### src/rtl/storelines_sync.sv
// storelines_sync: clocked DEPTH x WORD_WIDTH word store with a four-phase
// REQ/ACK CPU port, a hardware zero-fill sequencer and a background scan port.
//
// Optional feature macro: STORELINES_PARITY_EN (per-line even parity, PERR).
//
// Ports:
//   CLK, RESET_n      clock (rising edge), asynchronous active-low reset
//   REQ, WE, A, D     CPU request, write enable, address, write data
//   ACK, Q            handshake acknowledge, registered read data
//   CLEAR, BUSY       start zero-fill (level), clear in progress
//   SCAN_EN           enable background display scan
//   SCAN_A, SCAN_Q    scanned address / word
//   SCAN_VALID        one-cycle strobe when SCAN_A/SCAN_Q update
//   PERR              parity error on last CPU read (0 without the macro)
module storelines_sync #(
    parameter int unsigned WORD_WIDTH = 32,
    parameter int unsigned ADDR_WIDTH = 5
) (
    input  logic                  CLK,
    input  logic                  RESET_n,
    input  logic                  REQ,
    input  logic                  WE,
    input  logic [ADDR_WIDTH-1:0] A,
    input  logic [WORD_WIDTH-1:0] D,
    output logic                  ACK,
    output logic [WORD_WIDTH-1:0] Q,
    input  logic                  CLEAR,
    output logic                  BUSY,
    input  logic                  SCAN_EN,
    output logic [ADDR_WIDTH-1:0] SCAN_A,
    output logic [WORD_WIDTH-1:0] SCAN_Q,
    output logic                  SCAN_VALID,
    output logic                  PERR
);

    localparam int unsigned DEPTH = 1 << ADDR_WIDTH;

    typedef enum logic [1:0] {
        S_IDLE     = 2'd0,
        S_DONE     = 2'd1,
        S_CLEARING = 2'd2
    } state_t;

    state_t                  r_state;
    state_t                  w_state_nxt;
    logic [ADDR_WIDTH-1:0]   r_ptr;
    logic [ADDR_WIDTH-1:0]   r_cnt;
    logic [WORD_WIDTH-1:0]   mem [DEPTH];

    logic                    w_wr_en;
    logic [ADDR_WIDTH-1:0]   w_wr_addr;
    logic [WORD_WIDTH-1:0]   w_wr_data;
    logic                    w_rd_en;
    logic                    w_scan;

    // Next state and per-cycle strobes; priority in IDLE is CLEAR > REQ > scan
    always_comb begin
        w_state_nxt = r_state;
        w_wr_en     = 1'b0;
        w_wr_addr   = A;
        w_wr_data   = D;
        w_rd_en     = 1'b0;
        w_scan      = 1'b0;
        case (r_state)
            S_IDLE: begin
                if (CLEAR) begin
                    w_state_nxt = S_CLEARING;
                end else if (REQ) begin
                    w_state_nxt = S_DONE;
                    w_wr_en     = WE;
                    w_rd_en     = ~WE;
                end else if (SCAN_EN) begin
                    w_scan = 1'b1;
                end
            end
            S_DONE: begin
                if (!REQ) begin
                    w_state_nxt = S_IDLE;
                end
            end
            S_CLEARING: begin
                w_wr_en   = 1'b1;
                w_wr_addr = r_cnt;
                w_wr_data = '0;
                if (r_cnt == '1) begin
                    w_state_nxt = S_IDLE;
                end
            end
            default: begin
                w_state_nxt = S_IDLE;
            end
        endcase
    end

    // State, counters and registered outputs
    always_ff @(posedge CLK or negedge RESET_n) begin
        if (!RESET_n) begin
            r_state    <= S_IDLE;
            r_ptr      <= '0;
            r_cnt      <= '0;
            ACK        <= 1'b0;
            BUSY       <= 1'b0;
            Q          <= '0;
            SCAN_A     <= '0;
            SCAN_Q     <= '0;
            SCAN_VALID <= 1'b0;
        end else begin
            r_state    <= w_state_nxt;
            ACK        <= (w_state_nxt == S_DONE);
            BUSY       <= (w_state_nxt == S_CLEARING);
            SCAN_VALID <= w_scan;
            // Counter wraps to 0 after the last line, ready for the next clear
            if (r_state == S_CLEARING) begin
                r_cnt <= r_cnt + ADDR_WIDTH'(1);
            end
            if (w_rd_en) begin
                Q <= mem[A];
            end
            if (w_scan) begin
                SCAN_Q <= mem[r_ptr];
                SCAN_A <= r_ptr;
                r_ptr  <= r_ptr + ADDR_WIDTH'(1);
            end
        end
    end

    // Store array is not reset; writes are blocked while reset is asserted
    always_ff @(posedge CLK) begin
        if (w_wr_en && RESET_n) begin
            mem[w_wr_addr] <= w_wr_data;
        end
    end

`ifdef STORELINES_PARITY_EN
    logic par [DEPTH];

    // Even parity of the written word; the clear writes zero, giving parity 0
    always_ff @(posedge CLK) begin
        if (w_wr_en && RESET_n) begin
            par[w_wr_addr] <= ^w_wr_data;
        end
    end

    always_ff @(posedge CLK or negedge RESET_n) begin
        if (!RESET_n) begin
            PERR <= 1'b0;
        end else if (w_rd_en) begin
            PERR <= (^mem[A]) ^ par[A];
        end
    end
`else
    assign PERR = 1'b0;
`endif

endmodule

### config.mk
export PLATFORM = sky130hd
export DESIGN_NAME = storelines_sync
export DESIGN_NICKNAME = d
export VERILOG_FILES = /design/src/rtl/storelines_sync.sv
export SDC_FILE = /design/constraint.sdc
export NUM_CORES = 1
export LEC_CHECK = 0
export BUFFER_PORTS_ARGS = -buffer_cell sky130_fd_sc_hd__buf_4
export CAP_MARGIN = 20
export CORE_ASPECT_RATIO = 0.5
export CORE_UTILIZATION = 52
export CTS_CLUSTER_SIZE = 14
export DETAILED_ROUTE_END_ITERATION = 12
export PLACE_DENSITY = 0.65
export SLEW_MARGIN = 15
export SYNTH_ARGS = -nofsm -noshare
export SYNTH_HDL_FRONTEND = slang
export SYNTH_SLANG_ARGS = --single-unit
export TNS_END_PERCENT = 10
### constraint.sdc
create_clock -name CLK -period 4.1 [get_ports CLK]
set_input_delay 1.23 -clock CLK [delete_from_list [all_inputs] [get_ports CLK]]
set_output_delay 1.23 -clock CLK [all_outputs]
set_load 0.01 [all_outputs]
# Word-level counts from Yosys, hierarchy flattened
# Memory sizes are Yosys's and may differ from the RTL's. A register that Yosys moved wholly into a read port is not among the register bits.
# Index checks and enable logic that the tools add are counted.
# Widths: inputs -> output; s select.
# word_totals
register_bits,20
mem_bits_rw,1024
wordCells,39
memories,1
input_bits,43
latchBits,0
romBits,0
out_inout_bits,73
# op_classes
multipliers,0
muxes,19
n_bitwise,1
n_reduce_logical,4
div_mod_pow,0
n_lt_le_gt_ge,0
eq_ne,5
shifts,0
n_addsub,2
# mem_list
memory,depth,width,read_ports,rd_clocked_by_memory_dff,wr,line,source
mem,32,32,2,2,1,48,logic [WORD_WIDTH-1:0] mem [DEPTH];
# ops
cell,n
$mux 32,1
$mux 1,11
$add 5x1->5 const B,2
$mux 2,4
$pmux 2 s3,1
$eq 5x5->1 const B,1
$mux 5,1
$eq 2x1->1 const B,2
$eq 2x2->1 const B,2
$logic_not 1->1,2
$logic_not 2->1,1
$pmux 1 s2,1
$logic_and 1x1->1,1
$not 1->1,1

# Longest topological paths before layout
# depth
depth_word,6
mapped_depth,8
ltp_nobuf,6

# Least setup slack after synthesis
# Ideal clock, no wire load.
# synth_timing
kind,input port to flip-flop
startpoint,in A[0]
endpoint,mem mem[21][0] (enable)
path_buffers,4
setup_time_ns,0.421
arrival_ns,3.700
path_stages,7
t_required_ns,3.679
slack_ns,-0.021
path_cell_list,buf_2 buf_6 buf_4 buf_2 nor3b_1 o21ai_1 nor2_1
# synth_via
elab_chain_len,1
# synth_rtl
item,line,source
start: declaration,23,"input logic [ADDR_WIDTH-1:0] A,"
$mux 5,64,case (r_state)
end: declaration,48,
# Every way passes these cells.

# Worst setup path in the final report
# layout_timing
startpoint,reg r_state[0]
endpoint,mem mem[17][3] (enable)
# layout_via
elab_chain_len,5
elab_cells_between_ends,7
classes_between,eq/ne: 1; mux: 4; reduce/logical: 2
# layout_rtl
item,line,source
start: declaration,44,state_t r_state;
start signal: assignment,108,r_state <= w_state_nxt;
$eq 2x2->1 / $logic_not 2->1 (equally long branches),64,
$pmux 1 s2,64,
$logic_and 1x1->1,129,if (w_wr_en && RESET_n) begin
$mux 1,129,
$mux 1 (not written as such),130,mem[w_wr_addr] <= w_wr_data;
# Several ways; a longest one is shown, not always the timed one.

==> qor.txt <==
Synth unique cells: 42
Top post-synthesis cells by count: edfxtp_1, mux2i_1, mux4_2, a22oi_1, a21oi_1
Int Pwr: 23.08 mW
NumNets Final: 3209
Crit. End Element: register
LEAKAGE: 20.35 nW
Critical path arrival: 3.49 ns
Post-Place Cells: 4379
Layout cells sized above 1: 26.88%
Hold buffer count at cts: 0
CTS tree: done
Synth top area share: 59.86%
Crit path time final: 3.106 ns
Synthesized Nets: 3031
Total global-route track usage: 32.18%
Cell Count, Final, Fillers Out: 4580
H-tree depth: 3
CP max FO: 23
Yosys Warn Count: 0
Worst min path class: register to register
CTS sink cnt: 1108
CP Launch Type: register
CP bufs+invs: 1
#FFs+latches synth: 1108
Ordered list of cells on the worst path: nand2b_2 > mux2i_1 > nand2_1 > nor2_4 > buf_12
Synthesis-to-layout area growth: 13.35%
Worst path required time: 4.49 ns
Area occupied by multi-input gates: 17580 sq um
Inserted Clock Buffers: 99
RSZ-0062 raised after global routing: no
Number of I/O port buffers: 114
Worst-path clk slew: 0.07 ns
Logic pwr share: 27.0%
Leading area contributor after synthesis: edfxtp_1
Post-CTS setup buffers: 0
1st-pass router iterations: 5
Mapped Area: 51370 sq um
Mapped Cells: 2985
Post-Route WL: 160300 um
PD cells: 574.9 nW/um^2
Vias in the first global route: 30.96k
Largest net degree at the start of global routing: 59
Post-DR wirelength/cell: 35.00 um
Switching Share: 31.07%
Worst vdd ir: 0.3773 mV
Worst skew pair latency: 0.71 ns
Skew final: 0.02959 ns
Die height: 224.3 um
Detailed-route DRC error count: 0
Die area: 100100 sq um
Initial core utilization: 52.53%
Num rows: 81
Global-route wire length before repair: 225600 um
I/O pin count: 116
# Max-Cap Violations: 0
Final Hold Viols: 0
Critical path's slowest cell: nand2b_2
Largest stage delay, worst path: 0.58 ns
GPL Wtd Cong: 0.8393
Mean Syn Cell Area: 17.21 sq um
Via count: 31.12k
Pins Over Slew Limit: 0
Synth top area cells: edfxtp_1, mux4_2, mux2i_1, dfrtp_1, a22oi_1
Most numerous cell in the Yosys netlist: edfxtp_1
Fmax: 321.9 MHz
Post-CTS sizing: 0
Via density: 6.795
CP delay by family, top: simple AND/OR/NAND/NOR gates
Setup-failing EPs final: 0
Gr ovfl total: 0
Root buf cell: clkbuf_16
Setup CP Type: register to register
Die Wd: 446.5 um
Sequential power share: 45.5%
Fin Hold WS: 0.4821 ns
Reg area: 32870 sq um
Final ANT Viol Nets: 0
EDFF count, synth: 1024
Outcome: finished, final reports clean
Clock power share: 27.4%
Initial antenna violation count: 8
Clock buffer depth: 3
Fillers: 7280
Iteration-0 DRC Markers: 4261
Ys async rst share: 7.581%
Final period utilization: 75.76%
Core area: 97800 sq um
Worst-Margin Slew: 1.152 ns
Sequential area share after synthesis: 63.95%
Post-DP HPWL: 96620 um
Slew HR: 23.21%
P_sw: 10.40 mW
Main synth FF type: edfxtp_1
## layout make-up
class / instances / area share [%]
Tap cell: 1328 / 2.853
Clock inverter: 37 / 0.4555
Timing Repair Buffer: 313 / 5.116
Inverter: 3 / 0.01934
Antenna cell: 4 / 0.01719
Clock buffer: 149 / 4.910
Sequential cell: 1108 / 56.44
Multi-Input combinational cell: 1638 / 30.19
## tightest hold or removal path, stage by stage (launching register included)
cell and delay (ns):
dfrtp_1 0.34, nand2_1 0.05, nand2_1 0.06
## final timing paths
check,start,end,slack [ns],cells after the start
worst min-delay path,SCAN_A[0],SCAN_A[0],0.48,2
worst max register to register,r_state[0],mem[17][3],0.99,5
worst max-delay path,r_state[0],mem[17][3],0.99,5
max in group asynchronous,RESET_n,r_ptr[1],1.87,3
worst min register to register,SCAN_A[0],SCAN_A[0],0.48,2
min in group asynchronous,RESET_n,BUSY,0.67,2
## sequential cells by signal, indices dropped and copies added (netlist names)
signal      flops
mem          1024
Q              32
SCAN_Q         32
SCAN_A          5
r_cnt           5
r_ptr           5
r_state         2
ACK             1
BUSY            1
SCAN_VALID      1
## metrics by stage
| stage | setup slack (ns) | utilization, % | cell area, sq um | setup TNS (ns) | power, mW |
|---|---|---|---|---|---|
| after floorplan | -0.02145 | - | 51370 | -5.160 | 20.59 |
| after detailed placement | 0.6838 | 56.18 | 54940 | 0 | 24.36 |
| after global placement | 0.7136 | 56.18 | 54940 | 0 | 24.20 |
| final | 0.9938 | 59.54 | 58230 | 0 | 33.48 |
| after CTS | 1.071 | 59.37 | 58070 | 0 | 33.39 |
| after global routing | 0.9000 | 59.54 | 58230 | 0 | 34.48 |
## routing by layer
metal,track usage (%),up-vias,part of all wire (%)
met1,45.23,16350,40
li1,-,12760,-
met3,8.312,276,11
met2,48.41,1727,45
met4,12.32,8,3.8
met5,0.9620,-,0.11
## cells in the final DEF (no fill, tap or decap), drive strengths merged, types with 32 or more instances in the layout
cell type and n:
mux2 79, mux4 256, mux2i 563, and2 33, a22oi 142, nand2 89
a22o 64, o41ai 32, buf 313, o22ai 32, clkbuf 149, nor2 68
edfxtp 1024, dfrtp 84, a21oi 98, a221oi 82
## power groups by stage
stage	Clock, mW	Combinational, mW	Sequential (mW)
2_1_floorplan	0	5.54	15.0
3_3_place_gp	0	8.76	15.4
4_1_cts	9.24	8.90	15.2
6_report	9.18	9.06	15.2
3_5_place_dp	0	8.88	15.5
5_1_grt	9.65	9.52	15.3
## kinds of logic after synthesis
kind of cell	Yosys count	synth area share, %
DFF	1108	63.95
muxes	898	23.92
AOI/OAI and AO/OA	487	7.358
and+or+nand+nor	242	2.173
buffers and inverters	239	2.399
xor gates and xnor gates	7	0.1193
adders and majority gates	3	0.07307
other	1	0.007300
No activity file was read; power rests on OpenSTA's default activity.
